### src/rtl/rv_pkg.sv
// Shared fetch-path types and constants: entry layout, FSM states and the
// instruction field positions used by the decode-side outputs.
package rv_pkg;

  localparam logic [31:0] NOP_INST = 32'h0000_0013;

  localparam int RD_LSB  = 7;
  localparam int RD_MSB  = 11;
  localparam int RS1_LSB = 15;
  localparam int RS1_MSB = 19;
  localparam int RS2_LSB = 20;
  localparam int RS2_MSB = 24;

  typedef struct packed {
    logic [31:0] pc;
    logic [31:0] inst;
    logic        fault;
  } fetch_entry_t;

  typedef enum logic {
    FETCH = 1'b0,
    HALT  = 1'b1
  } fetch_state_t;

  function automatic logic [4:0] inst_rd(input logic [31:0] inst);
    return inst[RD_MSB:RD_LSB];
  endfunction

  function automatic logic [4:0] inst_rs1(input logic [31:0] inst);
    return inst[RS1_MSB:RS1_LSB];
  endfunction

  function automatic logic [4:0] inst_rs2(input logic [31:0] inst);
    return inst[RS2_MSB:RS2_LSB];
  endfunction

endpackage

### src/rtl/fetch_ctrl_if.sv
// Bundle of the instruction-memory, redirect and decode-handshake signals
// around the fetch sequencer; master is the sequencer side.
interface fetch_ctrl_if;

  logic [31:0] imem_pc;
  logic [31:0] imem_inst;
  logic        redirect_valid;
  logic [31:0] redirect_pc;
  logic        out_valid;
  logic        out_ready;
  logic [31:0] out_inst;
  logic [31:0] out_pc;
  logic [4:0]  out_rd;
  logic [4:0]  out_rs1;
  logic [4:0]  out_rs2;
  logic        out_fault;

  modport master (
    output imem_pc,
    input  imem_inst,
    input  redirect_valid,
    input  redirect_pc,
    output out_valid,
    input  out_ready,
    output out_inst,
    output out_pc,
    output out_rd,
    output out_rs1,
    output out_rs2,
    output out_fault
  );

  modport slave (
    input  imem_pc,
    output imem_inst,
    output redirect_valid,
    output redirect_pc,
    input  out_valid,
    output out_ready,
    input  out_inst,
    input  out_pc,
    input  out_rd,
    input  out_rs1,
    input  out_rs2,
    input  out_fault
  );

endinterface

### src/rtl/fetch_queue.sv
// Small synchronous FIFO of fetch entries; flush wins over push/pop and the
// head reads as all-zero whenever the queue is empty.
module fetch_queue
  import rv_pkg::*;
#(
  parameter int DEPTH = 2
) (
  input  logic                       clk,
  input  logic                       rst,
  input  logic                       push,
  input  fetch_entry_t               push_entry,
  input  logic                       pop,
  input  logic                       flush,
  output fetch_entry_t               head,
  output logic [$clog2(DEPTH):0]     count,
  output logic                       full,
  output logic                       empty
);

  localparam int AW = $clog2(DEPTH);

  fetch_entry_t  mem [DEPTH];
  logic [AW-1:0] rd_ptr;
  logic [AW-1:0] wr_ptr;
  logic [AW:0]   count_q;
  logic [AW:0]   count_nxt;
  logic          pop_eff;
  logic          push_eff;

  assign empty = (count_q == '0);
  assign full  = (count_q == (AW+1)'(DEPTH));
  assign count = count_q;
  assign head  = empty ? '0 : mem[rd_ptr];

  // Pushing into a full queue is only legal when the head leaves this cycle.
  assign pop_eff  = pop & ~empty;
  assign push_eff = push & (~full | pop_eff);

  always_comb begin
    count_nxt = count_q;
    case ({push_eff, pop_eff})
      2'b10:   count_nxt = count_q + (AW+1)'(1);
      2'b01:   count_nxt = count_q - (AW+1)'(1);
      default: count_nxt = count_q;
    endcase
  end

  always_ff @(posedge clk) begin
    if (rst || flush) begin
      rd_ptr  <= '0;
      wr_ptr  <= '0;
      count_q <= '0;
    end else begin
      if (push_eff) begin
        mem[wr_ptr] <= push_entry;
        wr_ptr      <= wr_ptr + AW'(1);
      end
      if (pop_eff) begin
        rd_ptr <= rd_ptr + AW'(1);
      end
      count_q <= count_nxt;
    end
  end

endmodule

### src/rtl/fetch_ctrl.sv
// Instruction-fetch sequencer: owns the fetch PC, checks fetch addresses,
// feeds the entry queue and handles redirects and address faults.
//
// state | meaning
// FETCH | fetching one word per cycle whenever the queue can take it
// HALT  | a fault entry was queued; no fetches until redirect or reset
module fetch_ctrl
  import rv_pkg::*;
#(
  parameter logic [31:0] RESET_PC    = 32'h0000_0000,
  parameter int          QUEUE_DEPTH = 2,
  parameter int          IMEM_BYTES  = 3200
) (
  input logic          clk,
  input logic          rst,
  fetch_ctrl_if.master bus
);

  localparam int          CW         = $clog2(QUEUE_DEPTH) + 1;
  localparam logic [31:0] LAST_FETCH = 32'(IMEM_BYTES - 4);

  fetch_state_t  state_q;
  fetch_state_t  state_nxt;
  logic [31:0]   pc_q;
  logic [31:0]   pc_nxt;
  logic          pop;
  logic          push;
  logic          push_ok;
  logic          flush;
  logic          addr_ok;
  fetch_entry_t  push_entry;
  fetch_entry_t  head;
  logic [CW-1:0] count;
  logic          full;
  logic          empty;

  fetch_queue #(
    .DEPTH (QUEUE_DEPTH)
  ) u_queue (
    .clk        (clk),
    .rst        (rst),
    .push       (push),
    .push_entry (push_entry),
    .pop        (pop),
    .flush      (flush),
    .head       (head),
    .count      (count),
    .full       (full),
    .empty      (empty)
  );

  assign pop     = bus.out_valid & bus.out_ready;
  assign push_ok = ~full | pop;
  assign addr_ok = (pc_q[1:0] == 2'b00) && (pc_q <= LAST_FETCH);

  always_comb begin
    state_nxt  = state_q;
    pc_nxt     = pc_q;
    push       = 1'b0;
    flush      = 1'b0;
    push_entry = '0;
    if (bus.redirect_valid) begin
      flush     = 1'b1;
      pc_nxt    = bus.redirect_pc;
      state_nxt = FETCH;
    end else if (state_q == FETCH && push_ok) begin
      push = 1'b1;
      if (addr_ok) begin
        push_entry = '{pc: pc_q, inst: bus.imem_inst, fault: 1'b0};
        pc_nxt     = pc_q + 32'd4;
      end else begin
        // Fault entry carries a NOP so downstream field decode stays benign.
        push_entry = '{pc: pc_q, inst: NOP_INST, fault: 1'b1};
        state_nxt  = HALT;
      end
    end
  end

  always_ff @(posedge clk) begin
    if (rst) begin
      state_q <= FETCH;
      pc_q    <= RESET_PC;
    end else begin
      state_q <= state_nxt;
      pc_q    <= pc_nxt;
    end
  end

  assign bus.imem_pc   = pc_q;
  assign bus.out_valid = ~empty;
  assign bus.out_inst  = head.inst;
  assign bus.out_pc    = head.pc;
  assign bus.out_fault = head.fault;
  assign bus.out_rd    = inst_rd(head.inst);
  assign bus.out_rs1   = inst_rs1(head.inst);
  assign bus.out_rs2   = inst_rs2(head.inst);

endmodule

### src/flat_wrapper.sv
// flat-port wrapper written by rule: the top's interface ports become plain ports
module fetch_ctrl_flat import rv_pkg::*;
#(
  parameter logic [31:0] RESET_PC    = 32'h0000_0000,
  parameter int          QUEUE_DEPTH = 2,
  parameter int          IMEM_BYTES  = 3200
)
  (clk, rst, bus_imem_pc, bus_imem_inst, bus_redirect_valid, bus_redirect_pc, bus_out_valid, bus_out_ready, bus_out_inst, bus_out_pc, bus_out_rd, bus_out_rs1, bus_out_rs2, bus_out_fault);
  fetch_ctrl_if bus_i ();
  input logic clk;
  input logic rst;
  output wire logic [$bits(bus_i.imem_pc)-1:0] bus_imem_pc;
  input wire logic [$bits(bus_i.imem_inst)-1:0] bus_imem_inst;
  input wire logic [$bits(bus_i.redirect_valid)-1:0] bus_redirect_valid;
  input wire logic [$bits(bus_i.redirect_pc)-1:0] bus_redirect_pc;
  output wire logic [$bits(bus_i.out_valid)-1:0] bus_out_valid;
  input wire logic [$bits(bus_i.out_ready)-1:0] bus_out_ready;
  output wire logic [$bits(bus_i.out_inst)-1:0] bus_out_inst;
  output wire logic [$bits(bus_i.out_pc)-1:0] bus_out_pc;
  output wire logic [$bits(bus_i.out_rd)-1:0] bus_out_rd;
  output wire logic [$bits(bus_i.out_rs1)-1:0] bus_out_rs1;
  output wire logic [$bits(bus_i.out_rs2)-1:0] bus_out_rs2;
  output wire logic [$bits(bus_i.out_fault)-1:0] bus_out_fault;
  assign bus_imem_pc = bus_i.imem_pc;
  assign bus_i.imem_inst = bus_imem_inst;
  assign bus_i.redirect_valid = bus_redirect_valid;
  assign bus_i.redirect_pc = bus_redirect_pc;
  assign bus_out_valid = bus_i.out_valid;
  assign bus_i.out_ready = bus_out_ready;
  assign bus_out_inst = bus_i.out_inst;
  assign bus_out_pc = bus_i.out_pc;
  assign bus_out_rd = bus_i.out_rd;
  assign bus_out_rs1 = bus_i.out_rs1;
  assign bus_out_rs2 = bus_i.out_rs2;
  assign bus_out_fault = bus_i.out_fault;
  fetch_ctrl #(.RESET_PC(RESET_PC), .QUEUE_DEPTH(QUEUE_DEPTH), .IMEM_BYTES(IMEM_BYTES)) u_core (.clk(clk), .rst(rst), .bus(bus_i));
endmodule
### config.mk
export PLATFORM = sky130hd
export DESIGN_NAME = fetch_ctrl_flat
export DESIGN_NICKNAME = d
export VERILOG_FILES = /design/src/rtl/rv_pkg.sv /design/src/rtl/fetch_ctrl_if.sv /design/src/rtl/fetch_queue.sv /design/src/rtl/fetch_ctrl.sv /design/src/flat_wrapper.sv
export SDC_FILE = /design/constraint.sdc
export NUM_CORES = 1
export LEC_CHECK = 0
export ABC_AREA = 1
export CORE_ASPECT_RATIO = 1.2
export CORE_UTILIZATION = 45
export DETAILED_ROUTE_END_ITERATION = 10
export PLACE_DENSITY_LB_ADDON = 0.08
export SLEW_MARGIN = 20
export SYNTH_ARGS = -nofsm -noshare
export SYNTH_HDL_FRONTEND = slang
export SYNTH_HIERARCHICAL = 1
export SYNTH_SLANG_ARGS = --single-unit
export TNS_END_PERCENT = 5
### constraint.sdc
create_clock -name clk -period 6 [get_ports clk]
set_input_delay 0.9 -clock clk [delete_from_list [all_inputs] [get_ports clk]]
set_output_delay 0.9 -clock clk [all_outputs]
set_load 0.03 [all_outputs]
# Yosys cells after proc, flatten, opt, wreduce, memory -nomap -nowiden
# Memories as Yosys holds them, arrays and structs flattened. A register that Yosys moved wholly into a read port is not among the register bits.
# Cells that the tools add are included.
# totals
reg_bits	37
ram_bits	130
inputBits	68
wordCells	51
n_memories	1
# memory_table
name	words	width	rd	rd_clocked_by_memory_dff	wr	line_no	source
u_core.u_queue.mem	2	65	1	1	1	fetch_queue.sv:22	fetch_entry_t mem [DEPTH];
# op_classes
addsub	5
order_cmp	1
n_eq_ne	3
n_mux	16
n_bitwise	9
n_reduce_logical	11
# ops
cell	count
$mux 65	3
$mux 32	3
$mux 33	1
$add 32x3->32 const B	1
$le 32x12->1 const B	1
$mux 1	8
$reduce_bool 2->1	3
$eq 2x2->1 const B	2
$logic_not 2->1	2
$not 1->1	4
$pmux 2 s2	1
$reduce_and 2->1	2
$and 1x1->1	3
$add 1x1->1 const B	2
$add 2x1->2 const B	1
$eq 2x1->1 const B	1
$logic_and 1x1->1	2
$or 1x1->1	2
$reduce_or 2->1	1
$sub 2x1->2 const B	1
$logic_or 1x1->1	1

# Longest topological paths before layout
# Gate-level depths: netlist of the first run.
# logic_depth
ltp_word	11
depth_mapped	15
depth_no_buf	15

# Cells and area by module
# The synthesis of the first run kept the hierarchy.
# modules_own_cells
mod	n_inst	cells_each	area_per_inst_um2
fetch_queue	1	387	5276.3
fetch_ctrl	1	404	2324.7

# Least setup slack after synthesis of the first run
# OpenSTA, ideal clock, no wires.
# synth_path
kind	input port to flip-flop
from	input port bus_out_ready
to	memory u_core/u_queue/mem[1][0] in the netlist's numbering (enable)
setup_time_ns	0.568
arrival_time_ns	5.932
setup_slack_ns	-0.500
cell_stages	8
path_buffers	0
path_cell_list	inv_1 nor2_2 nor2_1 nor2_4 nand2_2 inv_2 nand2_1 nor3_1
# synth_between
elab_chain_cells	9
# synth_rtl
element	line_no	source
start, declared	flat_wrapper.sv:17	input wire logic [$bits(bus_i.out_ready)-1:0] bus_out_ready;
$and 1x1->1	fetch_ctrl.sv:52	assign pop = bus.out_valid & bus.out_ready;
named net u_core.pop	fetch_ctrl.sv:26	logic pop;
$or 1x1->1	fetch_ctrl.sv:53	assign push_ok = ~full | pop;
$logic_and 1x1->1	fetch_ctrl.sv:66	end else if (state_q == FETCH && push_ok) begin
$mux 1	fetch_ctrl.sv:66	
$mux 1	fetch_ctrl.sv:62	if (bus.redirect_valid) begin
named net u_core.push	fetch_ctrl.sv:27	logic push;
$and 1x1->1	fetch_queue.sv:37	assign push_eff = push & (~full | pop_eff);
$mux 1	fetch_queue.sv:54	if (push_eff) begin
$mux 1	fetch_queue.sv:49	if (rst || flush) begin
$mux 1 (not written as such)	fetch_queue.sv:55	mem[wr_ptr] <= push_entry;
end, declared	fetch_queue.sv:22	
# The timed path passes the listed nets, and every way through them passes these cells.

# Final worst setup path of the first run
# layout_path
from	input port bus_redirect_valid
to	memory u_core/u_queue/mem[0][18] in the netlist's numbering (enable)
# layout_between
elab_chain_cells	5
# layout_rtl
element	line_no	source
start, declared	flat_wrapper.sv:14	input wire logic [$bits(bus_i.redirect_valid)-1:0] bus_redirect_valid;
$mux 1	fetch_ctrl.sv:62	
named net u_core.push	fetch_ctrl.sv:27	
$and 1x1->1	fetch_queue.sv:37	
$mux 1	fetch_queue.sv:54	
$mux 1	fetch_queue.sv:49	
$mux 1 (not written as such)	fetch_queue.sv:55	
# The timed path passes the listed nets, and every way through them passes these cells.

==> flow_metrics.tcl, run 1 <==
set metrics [dict create \
    status "finished, final reports clean" \
    synth_common_cells "nand2_1 (202), nor2_1 (131), edfxtp_1 (130)" \
    synth_edf_count 130 \
    slew_headroom_pct 30.2 \
    finalMaxSlewViolations 0 \
    rows 51 \
    finalWirelength_um 17300 \
    hold_path.class "reg -> reg" \
    p_int_w 0.00205 \
    r2r_slack_ns 2.67 \
    rr_endpoint "u_core/u_queue/mem[0][18]$_DFFE_PP_" \
    ys_ff_latch 168 \
    syn_to_final_growth_pct 31.5 \
    finalCriticalPeriod_ns 3.90 \
    final.setup_skew_ns 0.0114 \
    period_share_pct 65.0 \
    finalSetupViolCount 0 \
    crit_end "u_core/u_queue/mem[0][18]$_DFFE_PP_" \
    pwr-share-seq_pct 47.6 \
    final_hold_viol_count 0 \
    drc_errors 0 \
    holdCritStartpoint "u_core/u_queue/rd_ptr$_SDFFE_PP0P_" \
    core_area_mm2 0.0164 \
    syn_nets 861 \
    async_flop_share_pct 0 \
    place_hpwl_um 11300 \
    ir_worst_vdd_mv 0.173 \
    fin_ws_ns 2.10 \
    io_pins 181 \
    reg2reg_from "u_core/u_queue/count[0]$_SDFFE_PP0P_" \
    gr-usage-all-layers_pct 20.6 \
    p_comb_share_pct 13.0 \
    leakagePower_nw 3.80 \
    yosys.cell_types.count 31 \
    io_buffers 180 \
    drive_gt1_share_pct 10.4 \
    diodes 0 \
    num_vias 5695 \
    critPathCaptureType "register" \
    switching_power_w 0.000695 \
    critPathKind "in -> reg" \
    dr.pass1.iters 5 \
    power_frac_clock_pct 39.4 \
    fin_setup_tns_ns 0 \
    startpoint "bus_redirect_valid" \
    synth.area.top_cells "edfxtp_1 (51%), dfxtp_1 (10%), nand2_1 (10%)" \
    antenna_found_initial 0 \
    place.gp.congestion 0.827 \
    grt_pass1_wl_um 27400 \
    nets 1015 \
    ys.flop_type "edfxtp_1" \
    post_cts_resize_count 0 \
    worstPathMaxFanout 45 \
    place_ws_ns 1.54 \
    h-tree-depth 4 \
    synth_area_per_cell_um2 9.61 \
    grt_max_degree 68 \
    initialDrtViolationCount 428 \
    die-area_mm2 0.0174 \
    cts_buffers 17 \
    fmax_ghz 0.256 \
    sw_frac_of_total_pct 25.3 \
    timing_worst_slew_pin_value_ns 1.05 \
    cts_hold_buf 0 \
    synth.most_common_cell "nand2_1" \
    rsz0062_at_grt "false" \
    antenna_left 0 \
    vias_per_cell 4.87 \
    root_buffer "clkbuf_16" \
    die_h_um 144 \
    synth_area_leader_cell "edfxtp_1" \
    wl_per_cell_um 14.8 \
    reg2reg_depth 11 \
    clock_path_buffers 2 \
    start_util_pct 46.3 \
    die_w_um 121 \
    drv_cap 0 \
    worstHoldPathCells 2 \
    cp.arrival_ns 4.00 \
    grt_pass1_vias 5482 \
    cts_tree "done" \
    post_synth_inst_count 791 \
    cts.sinks 168 \
    clk_pin_slew_worst_paths_ns 0.06 \
    synthesis.area_mm2 0.00760 \
    pwr_density_cell_mw_per_mm2 275 \
    cp-start-kind "input port" \
    cp.required_ns 6.10 \
    synth_warnings 6 \
    grt_overflow_total 0 \
    clock_latency_ns 0.43 \
    seq_area_frac_synth_pct 61.4 \
    post-cts-setup-buffers 0 \
    netlist.area_leader.share_pct 51.4 \
]
## worst min path at each step
stage | endpoint
after floorplan | u_core/u_queue/wr_ptr$_SDFFE_PP0P_
after global placement | u_core/u_queue/wr_ptr$_SDFFE_PP0P_
after detailed placement | u_core/u_queue/wr_ptr$_SDFFE_PP0P_
after CTS | u_core/u_queue/wr_ptr$_SDFFE_PP0P_
after global routing | u_core/u_queue/wr_ptr$_SDFFE_PP0P_
final | u_core/u_queue/rd_ptr$_SDFFE_PP0P_
## area by class of cell
type	instances	area (µm²)
clock buffers	17	425
fillers	1336	6400
flip-flops and latches	168	4670
clock inverters	15	170
repair buffers	188	1870
multi-input cells	487	2280
inverters	83	314
well taps	212	265
## critical path: stages
cell and delay [ns]:
clkdlybuf4s50_1 0.82, clkinv_1 0.21, nand2_2 0.41, inv_2 0.24, nand4_1 0.16, inv_2 0.79, buf_4 0.43
## power groups by stage
| stage | combinational [W] | clock, W | sequential, W |
|---|---|---|---|
| CTS | 0.000360 | 0.00110 | 0.00131 |
| floorplan | 0.000189 | 0 | 0.00135 |
| global route | 0.000386 | 0.00115 | 0.00131 |
| global placement | 0.000355 | 0 | 0.00133 |
| detailed placement | 0.000358 | 0 | 0.00133 |
| finish | 0.000358 | 0.00108 | 0.00131 |
## registers in the layout, indices dropped and copies added, names as in the netlist, named ones only
name and cells:
u_core/u_queue/mem 130, u_core/bus.imem_pc 32, u_core/u_queue/count 2, u_core/state_q 1
u_core/u_queue/rd_ptr 1, u_core/u_queue/wr_ptr 1
## placed cells by master, fill, tap and decap left out, types with 2 or more instances in the layout
| master | count |
|---|---|
| bufinv_16 | 2 |
| dfxtp_1 | 37 |
| nor2_2 | 3 |
| ha_1 | 2 |
| inv_6 | 4 |
| a211oi_1 | 2 |
| nand3_1 | 25 |
| nor2_4 | 2 |
| inv_2 | 4 |
| clkinvlp_4 | 3 |
| a31oi_1 | 2 |
| nand2_1 | 202 |
| edfxtp_1 | 130 |
| xor2_1 | 4 |
| nand2_2 | 3 |
| clkinv_4 | 6 |
| a21oi_1 | 46 |
| nor2_1 | 131 |
| inv_1 | 77 |
| nand4_1 | 2 |
| nor3_1 | 2 |
| nand2_4 | 2 |
| buf_4 | 7 |
| a21oi_2 | 40 |
| nand3_2 | 2 |
| clkbuf_16 | 17 |
| o21ai_0 | 12 |
| clkdlybuf4s50_1 | 180 |
## per-stage QoR
step / hold slack (ns) / total power (W) / area, µm² / std cells / utilization (%)
after CTS: 0.495 / 0.00277 / 9980 / 1169 / 60.9
after floorplan: 0.445 / 0.00154 / 7610 / 791 / -
after global routing: 0.540 / 0.00285 / 9990 / 1170 / 60.9
final: 0.508 / 0.00275 / 9990 / 1170 / 60.9
after global placement: 0.452 / 0.00168 / 9380 / 1137 / 57.2
after detailed placement: 0.485 / 0.00169 / 9380 / 1137 / 57.2
## layer usage
layer / part of all wire, % / track usage [%] / vias up
li1: - / - / 2849
met1: 43 / 25.8 / 2649
met2: 50 / 35.1 / 181
met3: 5.3 / 4.50 / 16
met4: 1.2 / 7.34 / 0
met5: 0 / 0 / -
## cell families (layout without fill, tap and decap cells)
logic type / count (synthesis) / count (layout) / synth area share (%)
simple gates: 376 / 376 / 20.0
compound gates: 105 / 105 / 9.05
fa+ha+maj: 2 / 2 / 0.329
flops: 168 / 168 / 61.4
xor+xnor: 4 / 4 / 0.461
buf+inv: 136 / 303 / 8.79
Power figures use the tool's default switching activity.
==> run 2: changes to the inputs <==
==> constraint.sdc (replaced) <==
create_clock -name clk -period 3.14 [get_ports clk]
set_input_delay 0.471 -clock clk [delete_from_list [all_inputs] [get_ports clk]]
set_output_delay 0.471 -clock clk [all_outputs]
set_load 0.03 [all_outputs]
==> run 2 against run 1 <==
  * Combinational power grew 94%
  * Final cell count rose by 0.43%
  * Clock power is 110% higher
  * Non-clock buffer count rose by 5
  * Total power grew 98%
  * Via count is 1.4% higher
  * Critical endpoint is now bus_out_pc[18]
  * Critical path type is now reg -> out
  * Setup slack worse by 1.9 ns
==> flow_metrics.tcl, run 2 (synthesis results as in run 1) <==
set metrics [dict create \
    finalMaxSlewViolations 0 \
    fin_setup_tns_ns 0 \
    slew_headroom_pct 65.5 \
    fmax_ghz 0.341 \
    largest_register_ffs 130 \
    hold_path.class "reg -> reg" \
    worstHoldPathCells 2 \
    final_hold_viol_count 0 \
    post_cts_resize_count 0 \
    num_vias 5775 \
    finalCriticalPeriod_ns 2.93 \
    mostFrequentLayoutCell "nand2_1" \
    cp.required_ns 2.67 \
    finalSetupViolCount 0 \
    io_pins 181 \
    worstPathMaxFanout 30 \
    initialDrtViolationCount 338 \
    top_register "u_core/u_queue/mem" \
    cp_cell_sequence "buf_4 -> nand2_1 -> a21oi_1 -> clkdlybuf4s50_1" \
    final.setup_skew_ns 0.0109 \
    r2r_slack_ns 1.17 \
    period_share_pct 93.3 \
    rsz0062_at_grt "false" \
    leakagePower_nw 3.88 \
    nets 1020 \
    reg2reg_from "u_core/u_queue/count[0]$_SDFFE_PP0P_" \
    die_w_um 121 \
    status "finished, final reports clean" \
    final_cell_mix "nand2_1 (201), clkdlybuf4s50_1 (180), nor2_1 (130), edfxtp_1 (130), inv_1 (77)" \
    cts.sinks 168 \
    fin_ws_ns 0.209 \
    gr-usage-all-layers_pct 21.2 \
    start_util_pct 46.3 \
    post-cts-setup-buffers 0 \
    syn_to_final_growth_pct 33.5 \
    ir_worst_vdd_mv 0.273 \
    antenna_left 0 \
    grt_max_degree 67 \
    clock_path_buffers 2 \
    cp.arrival_ns 2.46 \
    critPathBufInv 2 \
    pwr_density_cell_mw_per_mm2 534 \
    grt_pass1_wl_um 28200 \
    cp-start-kind "register" \
    rr_endpoint "u_core/u_queue/mem[1][6]$_DFFE_PP_" \
    drv_cap 0 \
    root_buffer "clkbuf_16" \
    reg2reg_depth 11 \
    critPathKind "reg -> out" \
    cts_buffers 17 \
    antenna_found_initial 0 \
    drc_errors 0 \
    worstHoldEndpoint "u_core/u_queue/wr_ptr$_SDFFE_PP0P_" \
    wl_per_cell_um 15.2 \
    critPathCaptureType "output pin" \
    cp_slowest_cell "clkdlybuf4s50_1" \
    slowest_delay_ns 0.72 \
    nFillCells 1326 \
    clk_pin_slew_worst_paths_ns 0.06 \
    die-area_mm2 0.0174 \
    holdCritStartpoint "u_core/u_queue/wr_ptr$_SDFFE_PP0P_" \
    drive_gt1_share_pct 11.3 \
    place.gp.congestion 0.835 \
    diodes 0 \
    timing_worst_slew_pin_value_ns 0.517 \
    h-tree-depth 4 \
    finalWirelength_um 17800 \
    core_area_mm2 0.0164 \
    grt_pass1_vias 5622 \
    place_hpwl_um 12300 \
    rows 51 \
    cts_hold_buf 0 \
    die_h_um 144 \
    cts_tree "done" \
    place_ws_ns 0.696 \
    cp_top_family "buffers and inverters" \
    vias_per_cell 4.91 \
    dr.pass1.iters 5 \
    grt_overflow_total 0 \
    io_buffers 180 \
    clock_latency_ns 0.42 \
]
-- run 2: changes by cell type in the layout (fill, tap and decap cells not counted), sizes merged --
cell,previous run,this run
clkbuf,17,23
buf,8,13
clkinv,7,4
clkinvlp,3,1
bufinv,2,1
-- run 2: where the power goes --
| part | leakage (nW) | internal, W | switching [W] |
|---|---|---|---|
| Combinational | 2.15 | 0.000287 | 0.000406 |
| Clock | 0.328 | 0.00139 | 0.000850 |
| Sequential | 1.40 | 0.00245 | 0.0000463 |
-- run 2: per-layer routing --
layer | vias up | GRT usage, % | routed length [µm] | share of wire, %
met5 | - | 0 | 0 | 0
met3 | 25 | 4.53 | 925 | 5.2
li1 | 2861 | - | - | -
met1 | 2698 | 25.5 | 7590 | 43
met4 | 0 | 7.99 | 340 | 1.9
met2 | 191 | 37.4 | 8970 | 50
-- run 2: worst max-delay path by stage --
stage                                         start                            endpoint  slack (ns)  depth (start not counted)
3_3_place_gp                               register                       bus_out_pc[7]        0.71                          5
6_report                                   register                      bus_out_pc[18]        0.21                          4
5_1_grt                                    register                      bus_out_pc[18]        0.11                          4
2_1_floorplan  u_core/u_queue/count[1]$_SDFFE_PP0P_  u_core/u_queue/mem[1][0]$_DFFE_PP_      0.0009                          9
4_1_cts                                    register                       bus_out_pc[7]        0.21                          5
3_5_place_dp                               register                       bus_out_pc[7]        0.70                          5
-- run 2: final cells by class --
class,count,area [µm²],area share [%]
tap,212,265,2.61
inverter,83,314,3.09
clock buffer,23,576,5.67
timing repair buffer,193,1940,19.1
sequential,168,4670,46.0
clock inverter,9,90.1,0.888
multi-input combinational,487,2300,22.7
-- run 2: worst min-delay path: cells and delay by family, from the launching register on --
kind / cells / cell delay, ns
flip-flops: 1 / 0.31
AND/OR/NAND/NOR: 2 / 0.11
-- run 2: through the flow --
step	cells	hold slack, ns	area, µm²	total power (W)	util, %
floorplan	791	0.444	7640	0.00295	-
global placement	1143	0.457	9480	0.00323	57.8
detailed placement	1143	0.464	9480	0.00324	57.8
CTS	1175	0.474	10100	0.00547	61.9
global route	1175	0.488	10100	0.00560	61.9
finish	1175	0.471	10100	0.00542	61.9
